[src/rtl/spi_boot_pkg.sv]
// Shared opcodes, FSM state encoding and default identity for the SPI boot responder.
package spi_boot_pkg;

  localparam logic [7:0]  OP_READ          = 8'h03;
  localparam logic [7:0]  OP_FAST_READ     = 8'h0B;
  localparam logic [7:0]  OP_RDSR          = 8'h05;
  localparam logic [7:0]  OP_RDID          = 8'h9F;
  localparam logic [23:0] DEFAULT_JEDEC_ID = 24'hEF4017;

  typedef enum logic [2:0] {
    ST_IDLE,
    ST_CMD,
    ST_ADDR,
    ST_DUMMY,
    ST_DATA,
    ST_STAT,
    ST_ID,
    ST_IGNORE
  } state_t;

endpackage

[src/rtl/spi_boot_responder_if.sv]
// Synchronous byte-memory read port between the responder (master) and the boot memory (slave).
interface spi_boot_responder_if #(
  parameter int ADDR_W = 19
);
  logic              mem_rd_req;
  logic [ADDR_W-1:0] mem_addr;
  logic [7:0]        mem_rd_data;

  modport master (output mem_rd_req, output mem_addr, input mem_rd_data);
  modport slave  (input mem_rd_req, input mem_addr, output mem_rd_data);
endinterface

[src/rtl/spi_pin_sync.sv]
// Synchronizers and edge detectors for SCK, SS_N and MOSI in the system clock domain.
// SS_N falls are reported only after SS_N has been seen high following reset.
module spi_pin_sync #(
  parameter int SYNC_STAGES = 2
) (
  input  logic clk,
  input  logic rst,
  input  logic sck,
  input  logic ss_n,
  input  logic mosi,
  output logic sck_rise,
  output logic sck_fall,
  output logic ss_fall,
  output logic ss_rise,
  output logic ss_sync,
  output logic mosi_sync
);
  logic [SYNC_STAGES-1:0] sck_q, ss_q, mosi_q;
  logic [SYNC_STAGES:0]   settle;
  logic                   sck_prev, ss_prev, ss_armed;

  always_ff @(posedge clk) begin
    if (rst) begin
      sck_q    <= '0;
      ss_q     <= '1;
      mosi_q   <= '0;
      settle   <= '0;
      sck_prev <= 1'b0;
      ss_prev  <= 1'b1;
      ss_armed <= 1'b0;
    end else begin
      sck_q    <= {sck_q[SYNC_STAGES-2:0], sck};
      ss_q     <= {ss_q[SYNC_STAGES-2:0], ss_n};
      mosi_q   <= {mosi_q[SYNC_STAGES-2:0], mosi};
      settle   <= {settle[SYNC_STAGES-1:0], 1'b1};
      sck_prev <= sck_q[SYNC_STAGES-1];
      ss_prev  <= ss_q[SYNC_STAGES-1];
      // chain contents are only trusted once the reset value has been flushed out
      if (settle[SYNC_STAGES] && ss_prev) ss_armed <= 1'b1;
    end
  end

  assign sck_rise  = sck_q[SYNC_STAGES-1] & ~sck_prev;
  assign sck_fall  = ~sck_q[SYNC_STAGES-1] & sck_prev;
  assign ss_fall   = ss_armed & ss_prev & ~ss_q[SYNC_STAGES-1];
  assign ss_rise   = ss_q[SYNC_STAGES-1] & ~ss_prev;
  assign ss_sync   = ss_q[SYNC_STAGES-1];
  assign mosi_sync = mosi_q[SYNC_STAGES-1];

endmodule

[src/rtl/spi_boot_responder.sv]
// SPI mode-0 boot-flash responder serving READ/RDSR/RDID from a synchronous byte memory.
// Defining SPI_RESP_FAST_READ_EN adds FAST READ (0x0B) with one dummy byte.
// IDLE wait SS_N | CMD opcode | ADDR 24-bit address | DUMMY fast-read pad
// DATA memory bytes | STAT status 00 | ID JEDEC bytes then 00 | IGNORE unsupported
module spi_boot_responder
  import spi_boot_pkg::*;
#(
  parameter int          ADDR_W      = 19,
  parameter logic [23:0] JEDEC_ID    = DEFAULT_JEDEC_ID,
  parameter int          SYNC_STAGES = 2
) (
  input  logic CLOCK,
  input  logic RESET,
  input  logic spi_sck,
  input  logic spi_ss_n,
  input  logic spi_mosi,
  output logic spi_miso,
  output logic spi_miso_oe,
  output logic busy,
  output logic cmd_err,
  spi_boot_responder_if.master mem
);
  logic              sck_rise, sck_fall, ss_fall, ss_rise, ss_sync, mosi_sync;
  state_t            state;
  logic [2:0]        bit_cnt, tx_cnt;
  logic [1:0]        byte_idx;
  logic [ADDR_W-2:0] sh;
  logic [ADDR_W-1:0] sh_next;
  logic [7:0]        tx_sh, prefetch, tx_next;
  logic              req_d, cap_to_tx;
`ifdef SPI_RESP_FAST_READ_EN
  logic              fast;
`endif

  spi_pin_sync #(.SYNC_STAGES(SYNC_STAGES)) u_pin_sync (
    .clk      (CLOCK),
    .rst      (RESET),
    .sck      (spi_sck),
    .ss_n     (spi_ss_n),
    .mosi     (spi_mosi),
    .sck_rise (sck_rise),
    .sck_fall (sck_fall),
    .ss_fall  (ss_fall),
    .ss_rise  (ss_rise),
    .ss_sync  (ss_sync),
    .mosi_sync(mosi_sync)
  );

  function automatic logic [7:0] id_byte(input logic [1:0] idx);
    case (idx)
      2'd0:    id_byte = JEDEC_ID[23:16];
      2'd1:    id_byte = JEDEC_ID[15:8];
      2'd2:    id_byte = JEDEC_ID[7:0];
      default: id_byte = 8'h00;
    endcase
  endfunction

  assign sh_next = {sh, mosi_sync};

  always_comb begin
    tx_next = {tx_sh[6:0], 1'b0};
    if (tx_cnt == 3'd7) begin
      case (state)
        ST_DATA: tx_next = prefetch;
        ST_ID:   tx_next = id_byte(byte_idx);
        default: tx_next = 8'h00;
      endcase
    end
  end

  always_ff @(posedge CLOCK) begin
    if (RESET) begin
      state          <= ST_IDLE;
      bit_cnt        <= '0;
      tx_cnt         <= '0;
      byte_idx       <= '0;
      sh             <= '0;
      tx_sh          <= '0;
      prefetch       <= '0;
      req_d          <= 1'b0;
      cap_to_tx      <= 1'b0;
      spi_miso       <= 1'b0;
      spi_miso_oe    <= 1'b0;
      busy           <= 1'b0;
      cmd_err        <= 1'b0;
      mem.mem_rd_req <= 1'b0;
      mem.mem_addr   <= '0;
`ifdef SPI_RESP_FAST_READ_EN
      fast           <= 1'b0;
`endif
    end else begin
      mem.mem_rd_req <= 1'b0;
      cmd_err        <= 1'b0;
      busy           <= ~ss_sync;
      req_d          <= mem.mem_rd_req;
      // deselect wins over any SCK edge seen in the same cycle
      if (ss_rise) begin
        state       <= ST_IDLE;
        spi_miso_oe <= 1'b0;
        spi_miso    <= 1'b0;
        bit_cnt     <= '0;
        req_d       <= 1'b0;
      end else if (ss_fall) begin
        state       <= ST_CMD;
        bit_cnt     <= '0;
        byte_idx    <= '0;
        spi_miso_oe <= 1'b0;
      end else begin
        if (req_d) begin
          if (cap_to_tx) tx_sh <= mem.mem_rd_data;
          else           prefetch <= mem.mem_rd_data;
        end
        if (sck_rise && state != ST_IDLE && state != ST_IGNORE) begin
          bit_cnt <= bit_cnt + 3'd1;
          sh      <= sh_next[ADDR_W-2:0];
        end
        case (state)
          ST_CMD: if (sck_rise && bit_cnt == 3'd7) begin
            case (sh_next[7:0])
              OP_READ: begin
                state    <= ST_ADDR;
                byte_idx <= '0;
`ifdef SPI_RESP_FAST_READ_EN
                fast     <= 1'b0;
              end
              OP_FAST_READ: begin
                state    <= ST_ADDR;
                byte_idx <= '0;
                fast     <= 1'b1;
`endif
              end
              OP_RDSR: begin
                state       <= ST_STAT;
                tx_sh       <= 8'h00;
                tx_cnt      <= '0;
                spi_miso_oe <= 1'b1;
              end
              OP_RDID: begin
                state       <= ST_ID;
                tx_sh       <= id_byte(2'd0);
                byte_idx    <= 2'd1;
                tx_cnt      <= '0;
                spi_miso_oe <= 1'b1;
              end
              default: begin
                state   <= ST_IGNORE;
                cmd_err <= 1'b1;
              end
            endcase
          end
          ST_ADDR: if (sck_rise && bit_cnt == 3'd7) begin
            if (byte_idx == 2'd2) begin
              mem.mem_addr   <= sh_next;
              mem.mem_rd_req <= 1'b1;
              cap_to_tx      <= 1'b1;
`ifdef SPI_RESP_FAST_READ_EN
              if (fast) begin
                state <= ST_DUMMY;
              end else begin
                state       <= ST_DATA;
                spi_miso_oe <= 1'b1;
                tx_cnt      <= '0;
              end
`else
              state       <= ST_DATA;
              spi_miso_oe <= 1'b1;
              tx_cnt      <= '0;
`endif
            end else begin
              byte_idx <= byte_idx + 2'd1;
            end
          end
`ifdef SPI_RESP_FAST_READ_EN
          ST_DUMMY: if (sck_rise && bit_cnt == 3'd7) begin
            state       <= ST_DATA;
            spi_miso_oe <= 1'b1;
            tx_cnt      <= '0;
          end
`endif
          ST_DATA, ST_STAT, ST_ID: begin
            if (state == ST_DATA && sck_rise && bit_cnt == 3'd0) begin
              mem.mem_addr   <= mem.mem_addr + ADDR_W'(1);
              mem.mem_rd_req <= 1'b1;
              cap_to_tx      <= 1'b0;
            end
            if (sck_fall) begin
              spi_miso <= tx_sh[7];
              tx_sh    <= tx_next;
              tx_cnt   <= tx_cnt + 3'd1;
              if (state == ST_ID && tx_cnt == 3'd7 && byte_idx != 2'd3)
                byte_idx <= byte_idx + 2'd1;
            end
          end
          default: ;
        endcase
      end
    end
  end

endmodule
[src/flat_wrapper.sv]
// flat-port wrapper written by rule: the top's interface ports become plain ports
module spi_boot_responder_flat import spi_boot_pkg::*;
#(
  parameter int          ADDR_W      = 19,
  parameter logic [23:0] JEDEC_ID    = DEFAULT_JEDEC_ID,
  parameter int          SYNC_STAGES = 2
)
  (CLOCK, RESET, spi_sck, spi_ss_n, spi_mosi, spi_miso, spi_miso_oe, busy, cmd_err, mem_mem_rd_req, mem_mem_addr, mem_mem_rd_data);
  spi_boot_responder_if #(.ADDR_W(ADDR_W)) mem_i ();
  input  logic CLOCK;
  input  logic RESET;
  input  logic spi_sck;
  input  logic spi_ss_n;
  input  logic spi_mosi;
  output logic spi_miso;
  output logic spi_miso_oe;
  output logic busy;
  output logic cmd_err;
  output wire logic [$bits(mem_i.mem_rd_req)-1:0] mem_mem_rd_req;
  output wire logic [$bits(mem_i.mem_addr)-1:0] mem_mem_addr;
  input wire logic [$bits(mem_i.mem_rd_data)-1:0] mem_mem_rd_data;
  assign mem_mem_rd_req = mem_i.mem_rd_req;
  assign mem_mem_addr = mem_i.mem_addr;
  assign mem_i.mem_rd_data = mem_mem_rd_data;
  spi_boot_responder #(.ADDR_W(ADDR_W), .JEDEC_ID(JEDEC_ID), .SYNC_STAGES(SYNC_STAGES)) u_core (.CLOCK(CLOCK), .RESET(RESET), .spi_sck(spi_sck), .spi_ss_n(spi_ss_n), .spi_mosi(spi_mosi), .spi_miso(spi_miso), .spi_miso_oe(spi_miso_oe), .busy(busy), .cmd_err(cmd_err), .mem(mem_i));
endmodule
[config.mk]
export PLATFORM = sky130hd
export DESIGN_NAME = spi_boot_responder_flat
export DESIGN_NICKNAME = d
export VERILOG_FILES = /design/src/rtl/spi_boot_pkg.sv /design/src/rtl/spi_boot_responder_if.sv /design/src/rtl/spi_pin_sync.sv /design/src/rtl/spi_boot_responder.sv /design/src/flat_wrapper.sv
export SDC_FILE = /design/constraint.sdc
export NUM_CORES = 1
export LEC_CHECK = 0
export ABC_AREA = 0
export BUFFER_PORTS_ARGS = -buffer_cell sky130_fd_sc_hd__buf_2
export CELL_PAD_IN_SITES_DETAIL_PLACEMENT = 0
export CELL_PAD_IN_SITES_GLOBAL_PLACEMENT = 1
export CORE_ASPECT_RATIO = 0.75
export CORE_UTILIZATION = 45
export DETAILED_ROUTE_END_ITERATION = 12
export HOLD_SLACK_MARGIN = 0.15
export PLACE_DENSITY = 0.83
export REMOVE_ABC_BUFFERS = 1
export SYNTH_ARGS = -nofsm -noshare
export SYNTH_HDL_FRONTEND = slang
export SYNTH_SLANG_ARGS = --single-unit
[constraint.sdc]
create_clock -name CLOCK -period 2.7 [get_ports CLOCK]
set_clock_uncertainty 0.15 [all_clocks]
set_input_delay 0.54 -clock CLOCK [delete_from_list [all_inputs] [get_ports CLOCK]]
set_output_delay 0.54 -clock CLOCK [all_outputs]
set_load 0.03 [all_outputs]
; ---- Word level (Yosys, flattened, before mapping)
; Index checks and enable logic that the tools add are counted.
[word_totals]
mem_bits_rw = 0
memories = 0
input_bits = 13
romBits = 0
latchBits = 0
regBits = 83
word_cells = 147
output_inout_bits = 24
[classes]
bitwise_logic = 14
shift = 0
n_mux = 46
n_eq_ne = 27
n_addsub = 4
mul = 0
div_mod_pow = 0
magnitude_cmp = 0
reduce_logical = 32
[op_table]
columns = operator, n
row1 = 2-to-1 mux 19 bit, 3
row2 = case mux 8 bit (2 select lines), 3
row3 = 2-to-1 mux 8 bit, 5
row4 = case mux 19 bit (2 select lines), 1
row5 = 2-to-1 mux 3 bit, 8
row6 = case mux 8 bit (3 select lines), 1
row7 = "adder 19 x 1 -> 19 bit, second input constant", 1
row8 = case mux 3 bit (3 select lines), 2
row9 = AND reduction 8 bit, 2
row10 = "== test 3 bit, second input constant", 5
row11 = "inequality test 3 x 1 -> 1 bit, second input constant", 5
row12 = 2-to-1 mux 2 bit, 6
row13 = AND reduction 4 bit, 3
row14 = 2-to-1 mux 1 bit, 11
row15 = "inequality test 2 x 1 -> 1 bit, second input constant", 5
row16 = NOT 1 bit, 9
row17 = nonzero test 3 bit, 3
row18 = OR reduction 3 bit, 3
row19 = "== test 8 x 2 -> 1 bit, second input constant", 1
row20 = "== test 8 x 3 -> 1 bit, second input constant", 1
row21 = "== test 8 bit, second input constant", 1
row22 = logical AND 1 bit, 8
row23 = "adder 3 x 1 -> 3 bit, second input constant", 2
row24 = case mux 1 bit (2 select lines), 3
row25 = other kinds (23), 31

; ---- Logic depth before layout (Yosys ltp)
[logic_depth]
word_depth = 7
mapped_depth = 8
depth_no_buf = 7

; ---- Hierarchy
; From an unflattened synthesis, not the netlist that was laid out.
[unflattened]
hier_cells = 507
area_unflattened_um2 = 4266.6
[modules_own_cells]
columns = mod, area_each_um2, instances, cells_per_inst, seq_area_each_um2
row1 = spi_boot_responder, 3912.5, 1, 476, 1421.4
row2 = spi_pin_sync, 354.1, 1, 31, 240.2

; ---- Worst setup path after synthesis
; Ideal clock, no wire load.
[synth_path]
path_kind = reg2reg
from = register u_core.tx_cnt[0]
to = register u_core.byte_idx[1]
path_slack_ns = 0.499
arrival_time_ns = 1.971
path_stages_with_launch = 9
required_time_ns = 2.470
cell_sequence = dfxtp_1 > ha_1 > ha_1 > clkbuf_1 > nand3b_1 > o32ai_1 > a22oi_1 > or3_1 > a211oi_2
[synth_via]
elab_chain_len = 5
[synth_lines]
columns = element, line
row1 = "start, declared", spi_boot_responder.sv:25  ; logic [2:0] bit_cnt, tx_cnt;
row2 = "start signal, assigned", spi_boot_responder.sv:189  ; tx_cnt <= tx_cnt + 3'd1;
row3 = == test 3 bit, spi_boot_responder.sv:190  ; if (state == ST_ID && tx_cnt == 3'd7 && byte_idx != 2'd3)
row4 = logical AND 1 bit (2 in series), spi_boot_responder.sv:190
row5 = inequality test 3 x 1 -> 1 bit (no source line), -
row6 = AND reduction 8 bit (no source line), -
row7 = "end signal, assigned", spi_boot_responder.sv:170  ; byte_idx <= byte_idx + 2'd1;
row8 = "end signal, assigned", spi_boot_responder.sv:191  ; byte_idx <= byte_idx + 2'd1;
row9 = "end, declared", spi_boot_responder.sv:26  ; logic [1:0] byte_idx;
; No other way between the ends.
; A chain may end at the register's enable or synchronous reset.

; ---- Final worst setup path
[layout_path]
from = register u_core.byte_idx[0]
to = register u_core.mem.mem_addr[11]
[layout_via]
elab_chain_len = 3
[layout_lines]
columns = element, line
row1 = == test 2 bit, spi_boot_responder.sv:152  ; if (byte_idx == 2'd2) begin
row2 = inequality test 2 x 1 -> 1 bit (no source line), -
row3 = AND reduction 6 bit (no source line), -
row4 = "end signal, assigned", spi_boot_responder.sv:153  ; mem.mem_addr <= sh_next;
row5 = "end signal, assigned", spi_boot_responder.sv:182  ; mem.mem_addr <= mem.mem_addr + ADDR_W'(1);
row6 = "end, declared", spi_boot_responder_if.sv:9  ; modport master (output mem_rd_req, output mem_addr, input mem_rd_data);
; No other way between the ends.

==> impl_metrics.toml <==
[status]
outcome = "finished, final reports clean"

[sta]
rsz0062_at_grt = "false"
slew_headroom_pct = 31.67
report.final.slew_viol_count = 0
tightest_slew_ns = 1.018
period_minus_slack_ns = 2.462
finalSetupViolCount = 0
fmax_mhz = 406.2
tns_ns = 0
hold_viol_final = 0
fin_crit_sh_pct = 91.18
final.setup.worst_slack_ns = 0.2381

[floorplan]
boundaryPins = 37
die_w_um = 114.3
fp.dieH_um = 86.24
rows = 30
core_sq_um = 9121
dieArea_sq_um = 9859
start_util_pct = 46.68

[synth]
ys_seq_area_share_pct = 39.02
synthSimpleGateAreaFrac_pct = 25.33
netlist.area_leader.share_pct = 39.02
synth.distinct_cells = 70
yosysTopAreaCell = "dfxtp_1"
synth-edff-count = 0
ys.flop_type = "dfxtp_1"
synth_cells = 525
ys_ff_latch = 83
post_synth_instance_area_sq_um = 4258
synth_top_family_by_area = "simple AND/OR/NAND/NOR gates"
netlist_top_cells_area = "dfxtp_1, nand2_1, a21oi_1"
synth_xor_area_share_pct = 0.2057
async_flop_share_pct = 0
synth_compound_area_share_pct = 23.33
synth_warnings = 0
synthAdderAreaFrac_pct = 3.232
syn_area_per_cell_sq_um = 8.110
synth_mux_area_share_pct = 4.232

[worst_setup_path]
r2r-start = "u_core.byte_idx[0]"
critPathCapture = "u_core.mem.mem_addr[11]"
reg2reg_depth = 7
worst-path-max-fanout = 14
r2r_slack_ns = 0.24
startpoint = "u_core.byte_idx[0]"
setup.worst_path.class = "reg -> reg"
cp.required_ns = 2.78
cp-start-kind = "flip-flop"
r2r_end = "u_core.mem.mem_addr[11]"
critical_path_arrival_ns = 2.55
critPathCaptureType = "flip-flop"

[global_route]
grt_pass1_vias = 3477
grt_max_degree = 47
use_met1_pct = 35.78
grt_antenna_before_repair = 0
grt_first_pass_wirelength_um = 18330
grt-ovfl-total = 0
use_met2_pct = 33.55
use_met3_pct = 5.804
busiest_layer = "met1"
grt_use_total_pct = 23.80

[pwr]
leakagePower_uw = 0.001744
powerDensity_nw_per_um2 = 513.3
vdd_drop_max_mv = 0.3689
totalPowerFinal_uw = 2496

[route]
ant_nets = 0
vias = 3914
wl_um = 11180
drtIter0Drc = 327
drc = 0
vias_per_cell = 5.681
wire_per_inst_um = 16.22
firstDrtPassIters = 5

[hold_path]
holdCritStartpoint = "spi_ss_n"
hold_class = "in -> reg"

[clock_tree]
cts_sinks = 83
clk_latency_ns = 0.34
post_cts_resized = 0
cts_tree = "yes"
h-tree-depth = 3
clock_path_buffers = 2
clockRootBuffer = "clkbuf_16"
postCtsSetupBuffers = 0
cts_buffers = 9
cts_hold_buf = 0
path_clk_slew_ns = 0.06

[finish]
n_antenna_cell = 0
fillers = 881
drive_gt1_share_pct = 15.33
synthToLayoutAreaGrowth_pct = 14.22
fin_nets = 580

[placed_design]
post-place-ws_ns = 0.2602
dp_hpwl_um = 7829
port_buffers = 36
place_congestion = 0.9267

[run]
cap_violations = 0
-- layer usage --
metal | part of all wire (%) | wire (um) | vias up
met5 | 0 | 0 | -
met4 | 0.89 | 100 | 0
met1 | 50 | 5636 | 1855
li1 | - | - | 1941
met2 | 42 | 4688 | 109
met3 | 6.7 | 751 | 9
-- sequential cells by signal, indices dropped and copies added (netlist names), 2 cells and up --
signal	cells
u_core.u_pin_sync.sck_q	2
u_core.tx_sh	8
u_core.u_pin_sync.settle	3
u_core.bit_cnt	3
u_core.mem.mem_addr	19
u_core.byte_idx	2
u_core.sh	18
u_core.tx_cnt	3
u_core.u_pin_sync.ss_q	2
u_core.prefetch	8
u_core.state	3
u_core.u_pin_sync.mosi_q	2
-- cell usage after synthesis (all sizes together) (4+ instances only) --
cell and number:
clkbuf 22, a211oi 10, buf 9, nand2 94, nand2b 5, nand3 12, o31ai 5, or3 4
a311oi 4, inv 15, dfxtp 83, nor2b 10, nor2 41, or2 7, nor3 15, a21oi 50
mux2i 18, o22ai 11, and2 5, o32ai 4, o211ai 5, nand4 4, ha 11, nand3b 6
o2bb2ai 4, o21ai 22, a31oi 7
-- metrics by stage --
stage | instance area (sq um) | util, % | std cells | hold WS, ns
final | 4863 | 53.32 | 689 | 0.2388
after global routing | 4863 | 53.32 | 689 | 0.2341
after CTS | 4863 | 53.32 | 689 | 0.2267
after detailed placement | 4573 | 50.14 | 673 | 0.2652
after global placement | 4573 | 50.14 | 673 | 0.2560
after floorplan | 4116 | - | 494 | 0.2395
-- worst min path at each step --
stage	end	cells past startpoint	slack, ns
2_1_floorplan	u_core.u_pin_sync.ss_q[1]	1	0.24
3_3_place_gp	u_core.u_pin_sync.ss_q[1]	1	0.26
3_5_place_dp	u_core.u_pin_sync.ss_q[1]	1	0.27
4_1_cts	u_core.u_pin_sync.ss_q[0]	2	0.23
5_1_grt	u_core.u_pin_sync.ss_q[0]	2	0.23
6_report	u_core.u_pin_sync.ss_q[0]	2	0.24
-- power breakdown --
part	switching [uW]	leakage (uW)	internal, uW
registers	7.30	0.000671	1240
clock network	499	0.000138	674
logic	50.2	0.000935	29.3
-- cells by family after synthesis --
family	after synthesis
mux	18
compound gates	146
fa+ha+maj	11
simple gates	220
buf+inv	46
xor+xnor	1
flops	83
-- area by class of cell --
type / instances / area (sq um) / share of cell area, %
Multi-Input combinational cell: 396 / 2402 / 49.40
Sequential cell: 83 / 1662 / 34.17
Timing Repair Buffer: 51 / 292.8 / 6.020
Clock buffer: 11 / 252.7 / 5.197
Tap cell: 128 / 160.2 / 3.293
Inverter: 15 / 56.30 / 1.158
Clock inverter: 5 / 37.54 / 0.7718
-- placed cells by master, fill, tap and decap left out, types with 3 or more instances in the layout --
| cell type | count |
|---|---|
| or2_1 | 3 |
| nand3_1 | 12 |
| a211oi_2 | 3 |
| o32ai_1 | 4 |
| dfxtp_1 | 83 |
| inv_1 | 14 |
| and2_1 | 5 |
| a21oi_1 | 49 |
| o2bb2ai_1 | 4 |
| nor2_1 | 38 |
| o31ai_1 | 5 |
| nor3_1 | 15 |
| nand2_1 | 94 |
| nand3b_1 | 6 |
| o221a_1 | 3 |
| buf_4 | 15 |
| o21ai_1 | 11 |
| a311oi_1 | 4 |
| nor3b_1 | 3 |
| ha_1 | 11 |
| clkbuf_16 | 9 |
| or2_2 | 3 |
| mux2i_1 | 18 |
| o21ai_0 | 11 |
| buf_2 | 36 |
| and3_1 | 3 |
| o22ai_1 | 11 |
| nand2b_1 | 5 |
| nor2b_1 | 9 |
| a211oi_1 | 6 |
| a31oi_1 | 7 |
| nand4_1 | 4 |
| or3_1 | 4 |
| o211ai_1 | 5 |
-- worst max-delay path: stages (launching register included) --
cell and delay, ns:
dfxtp_1 0.41, inv_1 0.12, ha_1 0.27, nand4b_1 0.14, nor3_1 0.07, o21ai_1 0.82
nor2_1 0.11, o221a_1 0.25
(Power assumes the default switching activity.)
